===== src/rtl/fir_pkg.sv =====
// Shared types and constants for the FIR coefficient controller slice.
package fir_pkg;

   localparam int unsigned TAPS  = 8;
   localparam int unsigned NSETS = 9;
   localparam int unsigned DW    = 13;

   typedef logic signed [DW-1:0] coef_t;

   typedef enum logic [1:0] {IDLE, SWAP, FLUSH} state_t;

   // Set-major flattening: tap 0 of set 0 sits in the LSBs.
   function automatic int unsigned flat_idx(input int unsigned set,
                                            input int unsigned tap,
                                            input int unsigned ntaps);
      return set * ntaps + tap;
   endfunction

endpackage


===== src/rtl/fir_coeff_bank.sv =====
// Shadow/active coefficient storage: single write port into shadow,
// one-cycle full shadow->active copy on strobe.
module fir_coeff_bank import fir_pkg::*; #(
   parameter int unsigned TAPS  = fir_pkg::TAPS,
   parameter int unsigned NSETS = fir_pkg::NSETS,
   parameter int unsigned DW    = fir_pkg::DW
) (
   input  logic                            clk,
   input  logic                            rst,
   input  logic                            wr_en,
   input  logic [3:0]                      wr_set,
   input  logic [3:0]                      wr_idx,
   input  logic [DW-1:0]                   wr_data,
   input  logic                            copy,
   output logic [NSETS*(TAPS+1)*DW-1:0]    h_act
);

   localparam int unsigned NC = NSETS * (TAPS + 1);
   localparam int unsigned AW = (NC > 1) ? $clog2(NC) : 1;

   logic [DW-1:0] shadow_q [NC];
   logic [DW-1:0] shadow_d [NC];
   logic [DW-1:0] active_q [NC];
   logic [DW-1:0] active_d [NC];
   logic [AW-1:0] wr_ptr;

   assign wr_ptr = AW'(flat_idx(32'(wr_set), 32'(wr_idx), TAPS + 1));

   always_comb begin
      shadow_d = shadow_q;
      active_d = active_q;
      if (wr_en) shadow_d[wr_ptr] = wr_data;
      if (copy)  active_d = shadow_q;
   end

   always_ff @(posedge clk or posedge rst) begin
      if (rst) begin
         for (int unsigned i = 0; i < NC; i++) begin
            shadow_q[i] <= '0;
            active_q[i] <= '0;
         end
      end else begin
         shadow_q <= shadow_d;
         active_q <= active_d;
      end
   end

   always_comb begin
      h_act = '0;
      for (int unsigned i = 0; i < NC; i++) h_act[i*DW +: DW] = active_q[i];
   end

endmodule


===== src/rtl/fir_coeff_ctrl.sv =====
// Coefficient config/sequencing controller: shadow writes, commit-triggered
// swap, optional zero flush of the FIR delay line, 1-cycle sample register.
module fir_coeff_ctrl import fir_pkg::*; #(
   parameter int unsigned TAPS     = fir_pkg::TAPS,
   parameter int unsigned NSETS    = fir_pkg::NSETS,
   parameter int unsigned DW       = fir_pkg::DW,
   parameter bit          FLUSH_EN = 1'b1
) (
   input  logic                            CLK,
   input  logic                            RST,
   input  logic                            CFG_VALID,
   output logic                            CFG_READY,
   input  logic                            CFG_COMMIT,
   input  logic [3:0]                      CFG_SET,
   input  logic [3:0]                      CFG_IDX,
   input  logic [DW-1:0]                   CFG_DATA,
   output logic                            CFG_ERR,
   input  logic                            S_VIN,
   input  logic [DW-1:0]                   S_DIN,
   output logic                            S_READY,
   output logic                            F_VIN,
   output logic [DW-1:0]                   F_DIN,
   output logic [NSETS*(TAPS+1)*DW-1:0]    H_ACT,
   output logic                            BUSY
);

   localparam int unsigned CW = $clog2(TAPS + 2);

   state_t        state_q, state_d;
   logic [CW-1:0] cnt_q, cnt_d;
   logic          f_vin_q, f_vin_d;
   logic [DW-1:0] f_din_q, f_din_d;
   logic          cfg_err_q, cfg_err_d;

   logic idle, cfg_acc, in_range, wr_ok, s_acc, copy;

   assign idle      = (state_q == IDLE);
   assign CFG_READY = idle;
   assign S_READY   = idle;
   assign BUSY      = !idle;

   assign cfg_acc  = CFG_VALID & idle;
   assign in_range = (32'(CFG_SET) < NSETS) && (32'(CFG_IDX) <= TAPS);
   assign wr_ok    = cfg_acc & !CFG_COMMIT & in_range;
   assign s_acc    = S_VIN & idle;
   assign copy     = (state_q == SWAP);

   always_comb begin
      state_d   = state_q;
      cnt_d     = cnt_q;
      f_vin_d   = s_acc;
      f_din_d   = s_acc ? S_DIN : f_din_q;
      cfg_err_d = cfg_acc & !CFG_COMMIT & !in_range;
      unique case (state_q)
         IDLE: if (cfg_acc && CFG_COMMIT) state_d = SWAP;
         SWAP: begin
            cnt_d = '0;
            // The SWAP cycle already emits the first flush zero.
            if (FLUSH_EN) begin
               state_d = FLUSH;
               f_vin_d = 1'b1;
               f_din_d = '0;
            end else begin
               state_d = IDLE;
            end
         end
         FLUSH: begin
            if (cnt_q == CW'(TAPS)) begin
               state_d = IDLE;
            end else begin
               cnt_d   = cnt_q + CW'(1);
               f_vin_d = 1'b1;
               f_din_d = '0;
            end
         end
         default: state_d = IDLE;
      endcase
   end

   always_ff @(posedge CLK or posedge RST) begin
      if (RST) begin
         state_q   <= IDLE;
         cnt_q     <= '0;
         f_vin_q   <= 1'b0;
         f_din_q   <= '0;
         cfg_err_q <= 1'b0;
      end else begin
         state_q   <= state_d;
         cnt_q     <= cnt_d;
         f_vin_q   <= f_vin_d;
         f_din_q   <= f_din_d;
         cfg_err_q <= cfg_err_d;
      end
   end

   assign F_VIN   = f_vin_q;
   assign F_DIN   = f_din_q;
   assign CFG_ERR = cfg_err_q;

   fir_coeff_bank #(
      .TAPS  (TAPS),
      .NSETS (NSETS),
      .DW    (DW)
   ) u_bank (
      .clk     (CLK),
      .rst     (RST),
      .wr_en   (wr_ok),
      .wr_set  (CFG_SET),
      .wr_idx  (CFG_IDX),
      .wr_data (CFG_DATA),
      .copy    (copy),
      .h_act   (H_ACT)
   );

endmodule


===== config.mk =====
export PLATFORM = sky130hd
export DESIGN_NAME = fir_coeff_ctrl
export DESIGN_NICKNAME = d
export VERILOG_FILES = /design/src/rtl/fir_pkg.sv /design/src/rtl/fir_coeff_bank.sv /design/src/rtl/fir_coeff_ctrl.sv
export SDC_FILE = /design/constraint.sdc
export NUM_CORES = 2
export LEC_CHECK = 0
export CAP_MARGIN = 25
export CORE_AREA = 2 2 430 432
export CTS_CLUSTER_SIZE = 28
export DETAILED_ROUTE_END_ITERATION = 6
export DIE_AREA = 0 0 432 434
export PLACE_DENSITY = 0.62
export SLEW_MARGIN = 15
export SYNTH_ARGS = -nofsm -noshare
export SYNTH_HDL_FRONTEND = slang
export SYNTH_SLANG_ARGS = --single-unit

===== constraint.sdc =====
create_clock -name CLK -period 173.5 [get_ports CLK]
set_input_delay 34.7 -clock CLK [delete_from_list [all_inputs] [get_ports CLK]]
set_output_delay 34.7 -clock CLK [all_outputs]
set_load 0.02 [all_outputs]

==> report_table.html <==
<table>
<tr><th>Metric</th><th>Value</th></tr>
<tr><th colspan="2">Setup path</th></tr>
<tr><td>Worst Path Arrival</td><td>between 40 and 50 ns</td></tr>
<tr><td>Data required, critical path</td><td>174.52 ns</td></tr>
<tr><td>CP Cell Sequence</td><td>clkdlybuf4s50_1 &gt; inv_8 &gt; buf_4 &gt; buf_12 &gt; buf_4 &gt; buf_4 &gt; buf_4 &gt; buf_12 &gt; buf_4 &gt; buf_16</td></tr>
<tr><td>Max stage delay on crit path</td><td>about 0.81 ns</td></tr>
<tr><td>Worst Path Buf+Inv</td><td>10</td></tr>
<tr><td>Largest fanout of any net on the critical path</td><td>182</td></tr>
<tr><td>Standard cell with the maximum stage delay on the critical path</td><td>buf_4</td></tr>
<tr><td>Startpoint types</td><td>input port</td></tr>
<tr><td>Cell occurring most often along the worst timing path</td><td>buf_4</td></tr>
<tr><td>Register-to-register setup slack</td><td>168.27 ns</td></tr>
<tr><td>Category of cells accounting for the largest share of critical-path delay</td><td>buffers and inverters</td></tr>
<tr><td>Nature of the critical path endpoint</td><td>asynchronous set/reset pin</td></tr>
<tr><td>Worst setup path class</td><td>input port to asynchronous set/reset pin</td></tr>
<tr><th colspan="2">Clock network</th></tr>
<tr><td>CTS HTree Levels</td><td>4</td></tr>
<tr><td>Max Buffers Root-to-Sink</td><td>3</td></tr>
<tr><td>TritonCTS Sinks</td><td>around 2,100</td></tr>
<tr><td>Cts bufs inserted</td><td>approximately 220</td></tr>
<tr><td>Clock tree from TritonCTS</td><td>yes</td></tr>
<tr><td>Library cell used as clock root buffer</td><td>clkbuf_16</td></tr>
<tr><td>Total of hold buffers inserted after clock tree synthesis</td><td>0</td></tr>
<tr><td>Post-cts repair resize count</td><td>0</td></tr>
<tr><td>Clk_lat worst skew</td><td>0.86 ns</td></tr>
<tr><td>Setup bufs post-CTS</td><td>0</td></tr>
<tr><td>Clock slew seen by the registers of the worst setup and hold paths</td><td>roughly 0.060 ns</td></tr>
<tr><th colspan="2">STA</th></tr>
<tr><td>Final worst path period need</td><td>40.58 ns</td></tr>
<tr><td>Max Clk Rate</td><td>approximately 25 MHz</td></tr>
<tr><td>Setup repair after global routing missed its margin</td><td>false</td></tr>
<tr><td>Final slew viol count</td><td>0</td></tr>
<tr><td>Final number of setup-violating endpoints</td><td>0</td></tr>
<tr><td>Final Hold Slack</td><td>around 0.45 ns</td></tr>
<tr><td>Worst Setup Slack, final</td><td>132.92 ns</td></tr>
<tr><td>Worst-Margin Slew</td><td>1.061 ns</td></tr>
<tr><td>Slew Limit Headroom</td><td>between 20% and 30%</td></tr>
<tr><td>Final hold viol count</td><td>0</td></tr>
<tr><td>Setup skew after layout</td><td>between 0.04 and 0.05 ns</td></tr>
<tr><td>Post-Route Setup TNS</td><td>0 ns</td></tr>
<tr><td>Final worst path period share</td><td>roughly a quarter</td></tr>
<tr><th colspan="2">Routing</th></tr>
<tr><td>Routed wirelength normalized by instance count</td><td>about 28 µm</td></tr>
<tr><td>Vias</td><td>44,740</td></tr>
<tr><td>TritonRoute pass-1 iters</td><td>5</td></tr>
<tr><td>DRC marker count from the first detailed-route iteration</td><td>2,570</td></tr>
<tr><td>Antenna-violating nets left</td><td>0</td></tr>
<tr><td>Detailed-route DRC error count</td><td>0</td></tr>
<tr><td>Routed via count divided by cell count</td><td>5.272</td></tr>
<tr><td>Overall routed net length</td><td>238.8 mm</td></tr>
<tr><th colspan="2">Global route</th></tr>
<tr><td>Largest net degree at the start of global routing</td><td>183</td></tr>
<tr><td>Total congestion overflow after global routing</td><td>0</td></tr>
<tr><td>Global-route wire length before repair</td><td>341.1 mm</td></tr>
<tr><td>Via count of the first global-routing pass</td><td>46,670</td></tr>
<tr><td>Number of antenna violations at the first check in global routing</td><td>19</td></tr>
<tr><td>Total Routing Usage GR</td><td>25.29%</td></tr>
<tr><th colspan="2">Floorplan</th></tr>
<tr><td>Die boundary height</td><td>434 µm</td></tr>
<tr><td>Die Span X</td><td>around 430 µm</td></tr>
<tr><td>Number of placement rows</td><td>157</td></tr>
<tr><td>CORE AREA</td><td>182,500 µm²</td></tr>
<tr><td>Count of pins on the block boundary</td><td>1,110</td></tr>
<tr><td>Starting density of the core</td><td>43.72%</td></tr>
<tr><td>Die area</td><td>187,500 µm²</td></tr>
<tr><th colspan="2">Placement</th></tr>
<tr><td>Buffers added on ports</td><td>1,109</td></tr>
<tr><td>Cell total after placement</td><td>~8,100</td></tr>
<tr><td>Post-Place Worst Slack</td><td>131.55 ns</td></tr>
<tr><td>Half-perimeter wire length after detailed placement</td><td>between 150 and 200 mm</td></tr>
<tr><td>Weighted congestion at the end of routability-driven global placement</td><td>0.8019</td></tr>
<tr><th colspan="2">Synth</th></tr>
<tr><td>Number of unique standard cell types used by synthesis</td><td>52</td></tr>
<tr><td>Net count after synthesis</td><td>4,869</td></tr>
<tr><td>Synthesized area per cell</td><td>~17 µm²</td></tr>
<tr><td>Count of warnings emitted by yosys</td><td>0</td></tr>
<tr><td>Synthesized instance count</td><td>4,813</td></tr>
<tr><td>Share of synthesized registers carrying an async set or reset</td><td>100.0%</td></tr>
<tr><td>Number of enable-type register cells in the synthesized netlist</td><td>0</td></tr>
<tr><td>Flops &amp; latches, synth</td><td>2,127</td></tr>
<tr><td>Prevailing post-synth register cell</td><td>dfrtp_1</td></tr>
<tr><td>Post-synthesis instance area</td><td>about 80,000 µm²</td></tr>
<tr><td>Sequential area share after synthesis</td><td>roughly two thirds</td></tr>
<tr><th colspan="2">Job</th></tr>
<tr><td>Number of violations of the max-capacitance limit</td><td>0</td></tr>
<tr><th colspan="2">Layout</th></tr>
<tr><td>Most frequent cells in the layout</td><td>dfrtp_1 (2,127), mux2_2 (2,047), clkdlybuf4s50_1 (1,096)</td></tr>
<tr><td>Total area of sequential cells</td><td>~53,000 µm²</td></tr>
<tr><td>Share of post-route cells with drive strength above 1</td><td>41.83%</td></tr>
<tr><td>Area of the multi-input gates</td><td>~25,000 µm²</td></tr>
<tr><td>Filler-free cell count of the finished design</td><td>8,487</td></tr>
<tr><td>Total of fill cells in the finished design</td><td>14,890</td></tr>
<tr><td>Post-layout net count</td><td>5,969</td></tr>
<tr><td>Area growth from synthesis to layout</td><td>26.26%</td></tr>
<tr><td>Most common library cell in the layout ignoring fill and taps</td><td>dfrtp_1</td></tr>
<tr><th colspan="2">Pwr</th></tr>
<tr><td>Total power density per cell area</td><td>11.80 nW/µm²</td></tr>
<tr><td>IR Drop Worst-Case VDD</td><td>around 0.0087 mV</td></tr>
<tr><td>Leakage</td><td>~50 nW</td></tr>
<tr><th colspan="2">Min path</th></tr>
<tr><td>Worst Hold Class</td><td>flop to flop</td></tr>
<tr><th colspan="2">Run status</th></tr>
<tr><td>Status</td><td>finished clean</td></tr>
</table>
worst reg2reg max path, stage by stage (launching register included):
cell and delay [ns]:
dfrtp_1 0.38, inv_1 0.13, ha_4 0.71, buf_4 0.71, buf_4 0.83, buf_4 0.95, buf_4 0.91, mux2_2 0.47
layer usage:
| metal | up-vias | track usage [%] | wire length [µm] |
|---|---|---|---|
| li1 | 19080 | - | - |
| met1 | 24170 | 31.15 | 95300 |
| met4 | 0 | 11.13 | 10850 |
| met5 | - | 0 | 0 |
| met2 | 1127 | 41.40 | 116500 |
| met3 | 359 | 7.359 | 16130 |
metrics by stage:
| step | power (mW) | area (µm²) | utilization, % |
|---|---|---|---|
| final | 1.189 | 100700 | 55.20 |
| after floorplan | 0.6610 | 79790 | - |
| after global placement | 0.7333 | 93290 | 51.12 |
| after detailed placement | 0.7352 | 93380 | 51.17 |
| after CTS | 1.202 | 100500 | 55.09 |
| after global routing | 1.234 | 100700 | 55.20 |
report_power, final:
group | switching (mW) | internal (mW) | leakage (nW)
sequential | 0.0150 | 0.521 | 29.7
combinational | 0.110 | 0.0798 | 16.5
clock | 0.198 | 0.266 | 3.51
synth_stat cells, types with 3 or more instances:
library cell	n	share of area, %
a211oi_1	3	0.028
buf_1	40	0.19
buf_2	48	0.30
nand2b_1	7	0.055
nand2_1	63	0.30
inv_1	6	0.028
and2_1	3	0.024
nor3_1	4	0.025
or3_1	3	0.024
xor2_1	4	0.044
o211ai_1	4	0.038
nand3b_1	4	0.038
a21oi_1	17	0.11
nor2_1	48	0.23
xnor2_1	3	0.033
buf_4	11	0.10
nand3_1	14	0.088
nor2_2	6	0.047
buf_6	4	0.056
ha_1	16	0.25
dfrtp_1	2127	67
o21ai_0	9	0.056
o31a_1	3	0.033
mux2_2	2047	29
mux2_4	10	0.19
clkbuf_1	227	1.1
mux2_1	49	0.69
cells by family after synthesis:
family	share of synthesized area, %
xor+xnor	0.07684
flops	66.71
compound gates	0.3654
fa+ha+maj	0.2760
simple gates	1.049
buf+inv	1.745
mux	29.78
registers in the layout, indices dropped and copies added, names as in the netlist:
| register | count |
|---|---|
| cnt_q | 4 |
| u_bank.h_act | 1053 |
| F_DIN | 13 |
| CFG_ERR | 1 |
| u_bank.shadow_q | 1053 |
| F_VIN | 1 |
| state_q | 2 |
area by class of cell:
| cell class | count | share of cell area (%) |
|---|---|---|
| diodes | 8 | 0.01987 |
| clock buffers | 333 | 6.340 |
| clock inverters | 66 | 0.7601 |
| inverters | 6 | 0.02981 |
| multi-input cells | 2350 | 25.06 |
| flip-flops and latches | 2127 | 52.83 |
| well taps | 2385 | 2.962 |
| repair buffers | 1212 | 11.99 |
path summary, 6_finish.rpt:
kind	from	to	depth (start not counted)
setup / recovery	RST	u_bank.h_act[360]	10
hold / removal	u_bank.shadow_q[333]	u_bank.h_act[723]	1
setup reg to reg	state_q[1]	u_bank.h_act[599]	7
hold reg to reg	u_bank.shadow_q[333]	u_bank.h_act[723]	1
max in group CLK	CFG_SET[3]	u_bank.shadow_q[47]	10
min in group asynchronous	RST	u_bank.h_act[897]	2
Note: power is estimated with default switching activity, not from simulation.
